$ cat config.mk
export PLATFORM = sky130hd
export DESIGN_NAME = frame_prev_fetch
export DESIGN_NICKNAME = d
export VERILOG_FILES = /design/src/rtl/frame_prev_fetch_pkg.sv /design/src/rtl/frame_prev_fetch.sv
export SDC_FILE = /design/constraint.sdc
export NUM_CORES = 1
export LEC_CHECK = 0
export BUFFER_PORTS_ARGS = -buffer_cell sky130_fd_sc_hd__buf_4
export CAP_MARGIN = 0
export CORE_MARGIN = 1.5
export CORE_UTILIZATION = 40
export CTS_CLUSTER_DIAMETER = 30
export DETAILED_ROUTE_END_ITERATION = 7
export GPL_TIMING_DRIVEN = 0
export PLACE_DENSITY = 0.7
export SLEW_MARGIN = 30
export SYNTH_ARGS = -nofsm -noshare
export SYNTH_HDL_FRONTEND = slang
export SYNTH_SLANG_ARGS = --single-unit
$ cat constraint.sdc
create_clock -name sys_clk -period 2.6 [get_ports sys_clk]
set_input_delay 0.52 -clock sys_clk [delete_from_list [all_inputs] [get_ports sys_clk]]
set_output_delay 0.52 -clock sys_clk [all_outputs]
set_load 0.02 [all_outputs]
$ cat src/rtl/frame_prev_fetch_pkg.sv
// Shared types and helpers for the previous-frame store controller.
// Provides the capture state enum and the frame-size helper.
package frame_prev_fetch_pkg;

    typedef enum logic {
        WAIT_VS = 1'b0,
        FRAME   = 1'b1
    } state_e;

    function automatic int unsigned frame_pix(
        input int unsigned w,
        input int unsigned h
    );
        return w * h;
    endfunction

endpackage

$ cat src/rtl/frame_prev_fetch.sv
// Previous-frame store controller: writes current luma into one RAM bank,
// reads the co-located previous-frame sample from the other bank.
// Ports:
//   sys_clk, sys_rst           clock, synchronous active-high reset
//   per_frame_vsync/href/clken frame sync, line valid, pixel strobe
//   per_img_Y                  current luma
//   mem_wr_*/mem_rd_*          external dual-port RAM, {bank, index} addressing
//   mem_rd_data                RAM read data, one-cycle latency
//   YCbCr_img_Y_pre, pre_valid previous-frame luma, one cycle after the strobe
//   frame_err                  pulse when a closed frame had the wrong size
module frame_prev_fetch
    import frame_prev_fetch_pkg::*;
#(
    parameter int unsigned IMG_W = 640,
    parameter int unsigned IMG_H = 480,
    parameter int unsigned PIX_W = 19
) (
    input  logic             sys_clk,
    input  logic             sys_rst,
    input  logic             per_frame_vsync,
    input  logic             per_frame_href,
    input  logic             per_frame_clken,
    input  logic [7:0]       per_img_Y,
    output logic             mem_wr_en,
    output logic [PIX_W:0]   mem_wr_addr,
    output logic [7:0]       mem_wr_data,
    output logic             mem_rd_en,
    output logic [PIX_W:0]   mem_rd_addr,
    input  logic [7:0]       mem_rd_data,
    output logic [7:0]       YCbCr_img_Y_pre,
    output logic             pre_valid,
    output logic             frame_err
);

    localparam int unsigned FRAME_PIX = frame_pix(IMG_W, IMG_H);
    localparam int unsigned CNT_W     = PIX_W + 1;
    // Counter is one bit wider than the index so it can sit at FRAME_PIX
    // even when FRAME_PIX == 2**PIX_W.
    localparam logic [CNT_W-1:0] FULL_CNT = CNT_W'(FRAME_PIX);

    state_e           state_q;
    logic             cur_bank_q;
    logic             prev_ok_q;
    logic             ovf_q;
    logic             vs_q;
    logic             pre_valid_q;
    logic             frame_err_q;
    logic [CNT_W-1:0] pix_cnt_q;
    logic [CNT_W-1:0] pix_cnt_d;

    logic pix_strb;
    logic vs_rise;
    logic full;
    logic acc;
    logic close_ok;

    assign pix_strb = per_frame_clken & per_frame_href & ~per_frame_vsync;
    assign vs_rise  = per_frame_vsync & ~vs_q;
    assign full     = (pix_cnt_q == FULL_CNT);
    assign acc      = pix_strb & (state_q == FRAME) & ~full;
    assign close_ok = full & ~ovf_q;
    assign pix_cnt_d = pix_cnt_q + CNT_W'(1);

    always_ff @(posedge sys_clk) begin
        if (sys_rst) begin
            state_q     <= WAIT_VS;
            cur_bank_q  <= 1'b0;
            prev_ok_q   <= 1'b0;
            ovf_q       <= 1'b0;
            vs_q        <= 1'b0;
            pre_valid_q <= 1'b0;
            frame_err_q <= 1'b0;
            pix_cnt_q   <= '0;
        end else begin
            vs_q        <= per_frame_vsync;
            frame_err_q <= 1'b0;
            pre_valid_q <= acc & prev_ok_q;
            unique case (state_q)
                WAIT_VS: begin
                    if (vs_rise) begin
                        state_q   <= FRAME;
                        pix_cnt_q <= '0;
                        prev_ok_q <= 1'b0;
                        ovf_q     <= 1'b0;
                    end
                end
                FRAME: begin
                    if (vs_rise) begin
                        // Only a complete frame becomes the reference.
                        cur_bank_q  <= cur_bank_q ^ close_ok;
                        prev_ok_q   <= close_ok;
                        frame_err_q <= ~close_ok;
                        pix_cnt_q   <= '0;
                        ovf_q       <= 1'b0;
                    end else if (acc) begin
                        pix_cnt_q <= pix_cnt_d;
                    end else if (pix_strb & full) begin
                        ovf_q <= 1'b1;
                    end
                end
            endcase
        end
    end

    assign mem_wr_en   = acc;
    assign mem_rd_en   = acc;
    assign mem_wr_addr = {cur_bank_q, pix_cnt_q[PIX_W-1:0]};
    assign mem_rd_addr = {~cur_bank_q, pix_cnt_q[PIX_W-1:0]};
    assign mem_wr_data = per_img_Y;

    assign pre_valid       = pre_valid_q;
    assign frame_err       = frame_err_q;
    assign YCbCr_img_Y_pre = pre_valid_q ? mem_rd_data : 8'd0;

endmodule

* Yosys cells after proc, flatten, opt, wreduce, memory -nomap -nowiden *
Index checks and enable logic that the tools add are counted.

cells by class
  equal/unequal tests = 6
  bitwise gates (word level) = 17
  reduce and logical (&&, ||, !) cells = 5
  muxes and demuxes = 14
  add/sub/neg operators = 1

operators with widths
  cell                   number
  $mux 20                3
  $pmux 20 s2            1
  $add 20x1->20 const B  1
  $eq 20x19->1 const B   1
  $and 1x1->1            8
  $mux 8                 1
  $not 1->1              8
  $mux 1                 7
  $ne 3x1->1 const B     2
  $reduce_and 2->1       3
  $pmux 1 s2             2
  $ne 3x3->1 const B     1
  $reduce_and 3->1       1
  $reduce_or 3->1        1
  $ne 2x1->1 const B     1
  $ne 2x2->1 const B     1
  $xor 1x1->1            1

storage, ports and cells
  logic and storage cells = 51
  register bits = 27
  output and inout bits = 60

* Depth between registers and ports, before layout *
Gate-level depths: netlist of run 1.

  depth after elaboration = 7
  gate-level depth with buffers = 6

* Least setup slack after synthesis of run 1 *
OpenSTA, ideal clock, no wires.

  path type = flip-flop to output port
  start point = register pix_cnt_q[2]
  end point = output port mem_wr_en
  path buffers = 2
  data arrival time = 1498 ps
  path slack = 582 ps
  cell stages (with the launch flop) = 7
  data required time = 2080 ps
  path through = dfxtp_1 -> buf_6 -> nor4b_2 -> nand4_1 -> o21ai_1 -> inv_1 -> buf_4

on the way
  word-level cells in the longest chain between the ends = 3

RTL lines
  element                 RTL line                text
  from (decl)             frame_prev_fetch.sv:48  logic [CNT_W-1:0] pix_cnt_q;
  from (signal assigned)  frame_prev_fetch.sv:96  pix_cnt_q <= pix_cnt_d;
  $eq 20x19->1            frame_prev_fetch.sv:59  assign full = (pix_cnt_q == FULL_CNT);
  $not 1->1               frame_prev_fetch.sv:60  assign acc = pix_strb & (state_q == FRAME) & ~full;
  $and 1x1->1             frame_prev_fetch.sv:60
  to (decl)               frame_prev_fetch.sv:24  output logic mem_wr_en,

No other way between the ends.

* Final worst setup path of run 1 *
  start point = register pix_cnt_q[9]
  end point = output port mem_wr_en

Same word-level chain as after synthesis.

==> results of run 1 <==
layer usage:
| metal | share of wire (%) | global-route usage (%) | up-vias |
|---|---|---|---|
| met3 | 5.0 | 1.48 | 2 |
| met5 | 0 | 0 | - |
| met4 | 0.72 | 5.25 | 0 |
| met1 | 44 | 21.8 | 734 |
| li1 | - | - | 827 |
| met2 | 50 | 27.9 | 45 |
worst max-delay path, delay by kind of cell (launching register included):
kind                   cells  cell delay [ns]
DFF                        1             0.39
and+or+nand+nor            2             0.58
buffers and inverters      3             0.40
AOI/OAI and AO/OA          1             0.26
state kept, by name (all words and copies together), names as in the netlist:
register / count
pix_cnt_q: 20
cur_bank_q: 1
frame_err: 1
ovf_q: 1
pre_valid: 1
prev_ok_q: 1
state_q: 1
vs_q: 1
cell usage in the layout, fill, tap and decap left out:
cell      synthesis  routed
or3_1            11      11
nor3_1            1       1
buf_2             1       1
clkbuf_8          0       3
nand4b_1          1       1
nor2_1           10      10
clkinv_2          0       1
clkbuf_1          3       3
o211ai_1          2       2
nor3b_1           1       1
o21ai_0           8       8
o32ai_2           1       1
mux2i_1           5       5
o21a_1            1       1
nand3_4           1       1
and2_1           10      10
or4_1             4       4
buf_6             1       1
or2_2             2       2
o31ai_1           3       3
dfxtp_1          27      27
buf_4            49     123
nor4_1            5       5
xor2_1            2       2
ha_1              2       2
a21oi_1          11      11
nor4b_2           1       1
nand2_1          14      14
nor2b_1           2       2
and4_1            3       3
nand2b_1          2       2
mux2_2            1       1
and4b_1           1       1
inv_1             8       8
nand3_1           4       4
o21ai_2           0       1
nand4_1           7       7
xnor2_1           1       1
metrics by stage:
stage,worst slack [ns],hold slack (ns),power (uW),std cells
final,0.176,0.477,722,335
after global routing,0.00548,0.505,753,335
after CTS,0.0503,0.484,730,333
after detailed placement,0.355,0.465,497,329
after global placement,0.334,0.462,496,329
after floorplan,0.582,0.438,466,207
worst paths after layout:
path	from	to	slack [ns]	cells past startpoint
max reg2reg	pix_cnt_q[2]	cur_bank_q	0.68	6
min reg2reg	ovf_q	ovf_q	0.49	1
max	pix_cnt_q[9]	mem_wr_en	0.18	6
min	per_frame_vsync	vs_q	0.48	2
cell families (layout without fill, tap and decap cells):
group | after synthesis | count (layout) | synth area share (%)
flip-flops | 27 | 27 | 31.5
adder cells (fa/ha/maj) | 2 | 2 | 1.46
buffers and inverters | 62 | 140 | 24.8
XOR/XNOR | 3 | 3 | 1.53
AO/OA/AOI/OAI | 27 | 27 | 9.42
AND/OR/NAND/NOR | 80 | 80 | 27.7
multiplexers | 6 | 6 | 3.58
cell type report:
type	instances	area [um2]	area share, %
flip-flops and latches	27	541	22.7
plain buffers	54	395	16.6
clock inverters	1	5.00	0.210
multi-input cells	118	752	31.6
clock buffers	3	41.3	1.73
inverters	8	30.0	1.26
well taps	50	62.6	2.63
repair buffers	74	556	23.3
power groups by stage:
stage	registers (uW)	clock network [uW]	logic, uW
detailed placement	427	0	70.4
finish	417	235	69.8
CTS	417	242	70.6
global placement	427	0	69.6
floorplan	427	0	38.8
global route	418	258	76.9
repair_timing:
action                                  4_1_cts  5_1_grt
gates resized for setup                       0        1
setup buffers                                 0        2
endpoints found under the setup margin        0        1
hold buffers                                  0        0
==> key figures, run 1 <==
Outcome
  – Result of the run: completed

Finish
  – Area growth syn-to-layout: 39.0%
  – Total Nets Final: 309
  – Share of final-layout standard cells stronger than drive strength 1: 47.7%
  – Filler Cells Inserted: 401
  – Utilization after layout: 58.7%
  – N_diodes: 0
  – Finished layout cell area: 2380 um2

Placed design
  – Final Wtd Congestion: 0.776
  – Total half-perimeter wirelength after legalization and detailed placement: 2870 um
  – Dpl cell area: 2320 um2
  – IO Port Bufs: 72

Yosys
  – Cell with the most instances after synthesis: buf_4
  – Synthesis Warnings: 0
  – Mapped Nets: 230
  – Synth top area share: 31.5%
  – Asr flop ratio synth: 0%
  – Most common library cells after synthesis: buf_4, dfxtp_1, nand2_1
  – Part of the Yosys area used for sequential elements: 31.5%
  – Cell variety after synth: 36
  – Top cell type by total area after synthesis: dfxtp_1
  – Cell Area, Synth: 1710 um2
  – Leading register cell type out of synthesis: dfxtp_1
  – Cells taking the most area after synthesis: dfxtp_1, buf_4, or3_1
  – Flip-flop and latch count after synthesis: 27
  – Number of enable flip-flop cells after synthesis: 0
  – Count of mapped cells out of synthesis: 207
  – Mean instance size in the synthesized netlist: 8.28 um2

Flow run
  – Maximum Capacitance Violations: 0

Drt
  – Post-detailed-route wirelength per cell: 11.1 um
  – Overall routed net length: 3740 um
  – Via density per instance: 4.80
  – Post-route antenna net violation count: 0
  – Vias after detailed routing: 1608
  – Drt drc: 0
  – Iteration-0 DRC count of the detailed router: 47
  – Number of search-and-repair iterations in the first detailed-routing pass: 4

Global routing
  – First-pass GRT wire length: 5890 um
  – Maximum number of pins on one net before global-route repair: 16
  – Vias in the first global route: 1300
  – Total Routing Usage GR: 16.4%
  – Initial antenna violation count: 0
  – Total gr overflow: 0

Clock tree
  – Clock Sinks: 27
  – Cts bufs inserted: 3
  – Clk Latency, worst-skew pair: 0.27 ns
  – Total number of H-tree levels: 1
  – Clock-pin transition on the worst setup and hold timing paths: 0.09 ns
  – CTS tree: built
  – Buffer cell driving the clock tree root: clkbuf_8
  – Clock Tree Buf Depth: 2

STA
  – Fin crit share: 93.2%
  – Unrepaired setup endpoints after global routing: no
  – Final Max Tran Viols: 0
  – Max-slew headroom at the worst pin: 66.7%
  – Slew at the pin closest to its max-slew limit: 0.498 ns
  – Clock period minus final worst setup slack: 2.42 ns
  – Number of setup violations in the final report: 0
  – Max Clock Freq: 0.413 GHz
  – Maximum clock skew at final layout: 0.00416 ns
  – Total Neg Setup Slack: 0 ns
  – Final hold violation count: 0

Worst setup path
  – Max incr delay on CP: 0.39 ns
  – Dominant cell type by count on the critical path: buf_4
  – Highest net fanout along the worst path: 8
  – Data required, critical path: 2.08 ns
  – Startpoint-to-endpoint class of the critical path: reg2out
  – Standard cell with the maximum stage delay on the critical path: dfxtp_1
  – Critical path, cell by cell: nor4_1, nand4b_1, o21ai_2, inv_1, buf_4, buf_4
  – Critical path arrival: 1.90 ns
  – Critical path launch point type: register
  – Capturing element type of the critical path: output port

Die
  – Floorplan Core Area: 4060 um2
  – Effective utilization at floorplan: 42.2%
  – Placement row count: 23
  – I/O pins: 81
  – DIE AREA: 4690 um2
  – Die height: 68.5 um
  – Die outline width: 68.5 um

Pwr
  – Sequential power share: 57.8%
  – Power spent charging and discharging nets: 162 uW
  – Comb pwr share: 9.7%
  – Max VDD drop: 0.182 mV
  – Leakage: 0.00111 uW
  – Internal Dissipation: 560 uW
  – Cell area power density: 303 nW/um2
  – Sw Share: 22.5%
  – Portion of total power attributed to the clock network: 32.6%

Hold path
  – Type of the tightest min-delay check: in2reg
Note: power is estimated with default switching activity, not from simulation.
==> run 2: changes to the inputs <==
- CAP_MARGIN: 0 -> unset
- CORE_UTILIZATION: 40 -> 50
- GPL_ROUTABILITY_DRIVEN: unset -> 0
- PLACE_DENSITY: 0.7 -> 0.85
==> key figures, run 2 (synthesis gave the netlist of run 1 again) <==
Drt
  – Drt drc: 0 (unchanged)
  – Routed wl met2: 1940 um (+3.5%)
  – Iteration-0 DRC count of the detailed router: 72 (+53%)
  – Met3 layer wire length in the routed design: 257 um (+39%)
  – Vias after detailed routing: 1670 (+3.9%)
  – Number of search-and-repair iterations in the first detailed-routing pass: 6 (+2)
  – Overall routed net length: 3800 um (+1.6%)
  – Post-detailed-route wirelength per cell: 11.4 um (+1.9%)
  – Highest metal layer used by the detailed router: met4
  – Via density per instance: 5.00 (+4.2%)
  – Length of routed wiring on met1: 1560 um (-5.2%)
  – Post-route antenna net violation count: 0 (unchanged)

Finish
  – Highest-count cells in the layout ignoring fill and taps: buf_4, dfxtp_1, nand2_1
  – Total Nets Final: 312 (+0.97%)
  – Largest register by flop count: pix_cnt_q
  – N_diodes: 0 (unchanged)
  – Most frequent standard cell in the layout excluding fill and tap cells: buf_4
  – Share of final-layout standard cells stronger than drive strength 1: 48.3% (+0.54 points)
  – Flip-flop count of the largest register after layout: 20 (unchanged)
  – Area growth syn-to-layout: 38.9% (about the same)
  – Finished layout cell area: 2380 um2 (about the same)
  – Utilization after layout: 71.9% (+13 points)
  – Filler Cells Inserted: 291 (-27%)

Pwr
  – Leakage: 0.00111 uW (+0.43%)
  – Max VDD drop: 0.203 mV (+12%)
  – Cell area power density: 282 nW/um2 (-7.1%)
  – Power Total: 671 uW (-7.2%)

STA
  – Max Clock Freq: 0.398 GHz (-3.5%)
  – Maximum clock skew at final layout: 0.00594 ns (+0.00178 ns)
  – Number of setup violations in the final report: 0 (unchanged)
  – Clock period minus final worst setup slack: 2.51 ns (+0.0882 ns)
  – Fin crit share: 96.6% (+3.4 points)
  – Slew at the pin closest to its max-slew limit: 0.546 ns (+0.0479 ns)
  – Max-slew headroom at the worst pin: 63.5% (-3.2 points)
  – Final Max Tran Viols: 0 (unchanged)
  – Final hold violation count: 0 (unchanged)

Die
  – Placement row count: 21 (-8.7%)
  – Floorplan Core Area: 3310 um2 (-18%)
  – I/O pins: 81 (unchanged)
  – Die outline width: 61.6 um (-10%)
  – DIE AREA: 3790 um2 (-19%)
  – Die height: 61.6 um (-10%)
  – Effective utilization at floorplan: 51.8% (+9.5 points)

Clock tree
  – Clk Latency, worst-skew pair: 0.32 ns (+0.05 ns)
  – Cts bufs inserted: 3 (unchanged)
  – CTS tree: built
  – Clock-pin transition on the worst setup and hold timing paths: 0.15 ns (+0.06 ns)
  – Total number of H-tree levels: 1 (unchanged)
  – Clock Sinks: 27 (unchanged)
  – Buffer cell driving the clock tree root: clkbuf_4
  – CTS Hold Buffers Added: 0 (unchanged)
  – Clock Tree Buf Depth: 2 (unchanged)

Placed design
  – Total half-perimeter wirelength after legalization and detailed placement: 2910 um (+1.3%)
  – IO Port Bufs: 72 (unchanged)
  – Dpl cell area: 2310 um2 (-0.22%)

Flow run
  – Maximum Capacitance Violations: 0 (unchanged)

Worst setup path
  – Critical path launch point type: register
  – Critical path arrival: 1.99 ns (+0.09 ns)
  – FF-to-FF path depth: 6 (unchanged)
  – Capturing element type of the critical path: output port
  – Startpoint-to-endpoint class of the critical path: reg2out
  – Highest net fanout along the worst path: 8 (unchanged)
  – Data required, critical path: 2.08 ns (about the same)

Global routing
  – Total gr overflow: 0 (unchanged)
  – Total Routing Usage GR: 19.7% (+3.3 points)
  – Vias in the first global route: 1361 (+4.7%)
  – First-pass GRT wire length: 5770 um (-2.0%)
  – Maximum number of pins on one net before global-route repair: 16 (unchanged)
  – Initial antenna violation count: 0 (unchanged)

Outcome
  – Result of the run: completed

Hold path
  – Type of the tightest min-delay check: in2reg
  – Count of cells along the worst hold path: 2 (unchanged)
==> run 2: cell count changes in the layout (fill, tap and decap cells not counted), sizes merged <==
cell and delta:
buf +3
==> run 2: area by class of cell <==
cell class,instances,area (um2),area share (%)
Buffer,54,395,16.6
Inverter,8,30.0,1.26
Tap cell,46,57.6,2.42
Multi-Input combinational cell,118,752,31.6
Timing Repair Buffer,77,578,24.3
Clock buffer,3,22.5,0.946
Clock inverter,1,5.00,0.210
Sequential cell,27,541,22.7
==> run 2: metal layers <==
metal  GRT usage, %  vias up
li1               -      836
met1           24.0      762
met2           36.8       68
met3           2.10        4
met4           4.56        0
met5              0        -
==> run 2: path summary, 6_finish.rpt <==
path / startpoint / end / slack, ns
setup / recovery: pix_cnt_q[9] / mem_wr_en / 0.09
hold / removal: per_frame_vsync / vs_q / 0.42
setup reg to reg: pix_cnt_q[2] / cur_bank_q / 0.64
hold reg to reg: pix_cnt_q[19] / pix_cnt_q[19] / 0.49
==> run 2: worst max-delay path, stage by stage (launching register included) <==
cell and delay [ns]:
dfxtp_1 0.41, nor4_1 0.30, nand4b_1 0.28, o21ai_2 0.27, inv_1 0.12, buf_4 0.15, buf_4 0.14
==> run 2: repair_timing <==
action | 4_1_cts | 5_1_grt
pin swaps | 0 | 3
gates resized for setup | 1 | 0
endpoints found under the setup margin | 1 | 1
hold endpoints to repair | 0 | 0
setup buffers | 0 | 5
==> run 2: through the flow <==
step / worst slack (ns) / TNS (ns) / hold WS, ns / cells
detailed placement: 0.362 / 0 / 0.465 / 325
global placement: 0.398 / 0 / 0.456 / 325
finish: 0.0878 / 0 / 0.421 / 334
floorplan: 0.582 / 0 / 0.438 / 207
CTS: 0.0442 / 0 / 0.415 / 329
global route: -0.00355 / -0.00355 / 0.431 / 334
==> run 2: power by group <==
part | switching (uW) | leakage [uW] | total [uW] | internal [uW]
logic | 33.5 | 0.000877 | 71.1 | 37.6
clock network | 124 | 0.0000177 | 181 | 57.6
registers | 1.36 | 0.000218 | 418 | 417
total | 159 | 0.00111 | 670 | 512
==> run 3: changes to the inputs <==
- CORE_UTILIZATION: 50 -> 52
- CTS_BUF_LIST: unset -> sky130_fd_sc_hd__clkbuf_4 sky130_fd_sc_hd__clkbuf_8
- PLACE_DENSITY: 0.85 -> 0.88
==> key figures, run 3 (synthesis gave the netlist of run 1 again) <==
Finish
  – Share of final-layout standard cells stronger than drive strength 1: 48.4% (+0.17 points)
  – Post-route insts no fill: 331 (-0.90%)
  – Highest-count cells in the layout ignoring fill and taps: buf_4, dfxtp_1, nand2_1
  – Finished layout cell area: 2380 um2 (about the same)
  – Area growth syn-to-layout: 38.8% (about the same)
  – Total Nets Final: 311 (-0.32%)
  – Flip-flop count of the largest register after layout: 20 (unchanged)
  – N_diodes: 0 (unchanged)
  – Largest register by flop count: pix_cnt_q
  – Most frequent standard cell in the layout excluding fill and tap cells: buf_4

Die
  – Placement row count: 20 (-4.8%)
  – DIE AREA: 3650 um2 (-3.7%)
  – Floorplan Core Area: 3100 um2 (-6.3%)
  – I/O pins: 81 (unchanged)
  – Die outline width: 60.4 um (-1.8%)
  – Die height: 60.4 um (-1.8%)
  – Effective utilization at floorplan: 55.2% (+3.5 points)

Pwr
  – Max VDD drop: 0.257 mV (+26%)
  – Leakage: 0.00111 uW (-0.18%)
  – Cell area power density: 286 nW/um2 (+1.5%)
  – Comb pwr share: 10.3% (-0.3 points)
  – Sequential power share: 61.4% (-0.9 points)
  – Power spent charging and discharging nets: 156 uW (-1.8%)
  – Internal Dissipation: 524 uW (+2.5%)
  – Power Total: 680 uW (+1.4%)
  – Portion of total power attributed to the clock network: 28.3% (+1.2 points)
  – Sw Share: 22.9% (-0.76 points)

Global routing
  – Total Routing Usage GR: 20.5% (+0.84 points)
  – Maximum number of pins on one net before global-route repair: 15 (-1)
  – Total gr overflow: 0 (unchanged)
  – Vias in the first global route: 1367 (+0.44%)
  – First-pass GRT wire length: 5780 um (+0.24%)
  – Initial antenna violation count: 0 (unchanged)

STA
  – Number of setup violations in the final report: 0 (unchanged)
  – Max-slew headroom at the worst pin: 66.1% (+2.6 points)
  – Slew at the pin closest to its max-slew limit: 0.507 ns (-0.0387 ns)
  – Final hold violation count: 0 (unchanged)
  – Clock period minus final worst setup slack: 2.55 ns (+0.0407 ns)
  – Maximum clock skew at final layout: 0.00738 ns (+0.00144 ns)
  – Max Clock Freq: 0.392 GHz (-1.6%)
  – Fin crit share: 98.2% (+1.6 points)
  – Final Max Tran Viols: 0 (unchanged)

Drt
  – Post-detailed-route wirelength per cell: 11.7 um (+2.7%)
  – Number of search-and-repair iterations in the first detailed-routing pass: 4 (-2)
  – Via density per instance: 5.05 (+1.0%)
  – Post-route antenna net violation count: 0 (unchanged)
  – Overall routed net length: 3860 um (+1.8%)
  – Vias after detailed routing: 1672 (+0.12%)
  – Iteration-0 DRC count of the detailed router: 62 (-14%)
  – Drt drc: 0 (unchanged)

Clock tree
  – Clock Tree Buf Depth: 2 (unchanged)
  – Clock Sinks: 27 (unchanged)
  – Cts bufs inserted: 3 (unchanged)
  – Total number of H-tree levels: 1 (unchanged)
  – CTS tree: built
  – CTS Hold Buffers Added: 0 (unchanged)
  – Clock-pin transition on the worst setup and hold timing paths: 0.13 ns (-0.02 ns)
  – Buffer cell driving the clock tree root: clkbuf_4
  – Clk Latency, worst-skew pair: 0.33 ns (about the same)

Placed design
  – Number of cells after detailed placement: 323 (-0.62%)
  – Total half-perimeter wirelength after legalization and detailed placement: 2890 um (-0.54%)
  – Dpl cell area: 2310 um2 (-0.11%)
  – IO Port Bufs: 72 (unchanged)

Worst setup path
  – Max incr delay on CP: 0.35 ns (-0.06 ns)
  – Critical path launch point type: register
  – Dominant cell type by count on the critical path: buf_4
  – Data required, critical path: 2.08 ns (about the same)
  – Critical path, cell by cell: buf_6, nor4b_2, nand4_1, o21ai_2, inv_1, buf_4, buf_4
  – Critical path arrival: 2.03 ns (+0.04 ns)
  – Standard cell with the maximum stage delay on the critical path: dfxtp_1
  – Highest net fanout along the worst path: 8 (unchanged)
  – Capturing element type of the critical path: output port
  – Startpoint-to-endpoint class of the critical path: reg2out

Flow run
  – Maximum Capacitance Violations: 0 (unchanged)

Hold path
  – Type of the tightest min-delay check: in2reg

Outcome
  – Result of the run: completed
run 3: cell types whose count changed in the layout (fill, tap and decap cells not counted):
cell / before / now
clkinv_2: 1 / 0
clkbuf_4: 3 / 4
buf_4: 126 / 125
nor4_2: 0 / 1
nor4_1: 5 / 4
run 3: critical path: cells and delay by family (launching register included):
family	cells	cell delay, ns
compound gates	1	0.28
flops	1	0.35
buf+inv	4	0.53
simple gates	2	0.54
run 3: cell type report:
class                           instances  area (um2)
Tap cell                               44        55.1
Sequential cell                        27         541
Inverter                                8        30.0
Fill cell                             255         723
Multi-Input combinational cell        118         758
Buffer                                 54         395
Clock buffer                            4        30.0
Timing Repair Buffer                   76         571
run 3: worst paths after layout:
kind | startpoint | slack, ns | depth (start not counted) | endpoint
setup / recovery | pix_cnt_q[2] | 0.05 | 7 | mem_wr_en
setup reg to reg | pix_cnt_q[9] | 0.76 | 5 | cur_bank_q
hold reg to reg | pix_cnt_q[19] | 0.48 | 2 | pix_cnt_q[19]
hold / removal | per_frame_vsync | 0.42 | 2 | vs_q
run 3: layer usage:
metal  vias to the layer above  wire (um)  global-route usage, %
met2                        55       1930                   34.8
met1                       772       1670                   26.4
met4                         0         76                   9.94
met3                         7        182                   1.92
met5                         -          0                      0
li1                        838          -                      -
run 3: per-stage QoR:
step	setup slack [ns]	hold slack (ns)	setup TNS [ns]	util, %
global placement	0.405	0.459	0	74.4
finish	0.0470	0.417	0	76.7
floorplan	0.582	0.438	0	-
global route	-0.0482	0.407	-0.0482	76.7
detailed placement	0.382	0.465	0	74.4
CTS	0.0432	0.412	0	75.5
run 3: what timing repair did:
action,in CTS,in global routing
resized for setup,1,1
setup buffers,0,4
setup endpoints to repair,1,1
pin swaps,0,3
run 3: power by group through the flow:
stage / Sequential, uW / Combinational, uW / Clock, uW
6_report: 418 / 70.2 / 192
5_1_grt: 419 / 76.1 / 211
4_1_cts: 418 / 70.0 / 197
3_5_place_dp: 427 / 69.8 / 0
3_3_place_gp: 427 / 68.6 / 0
2_1_floorplan: 427 / 38.8 / 0
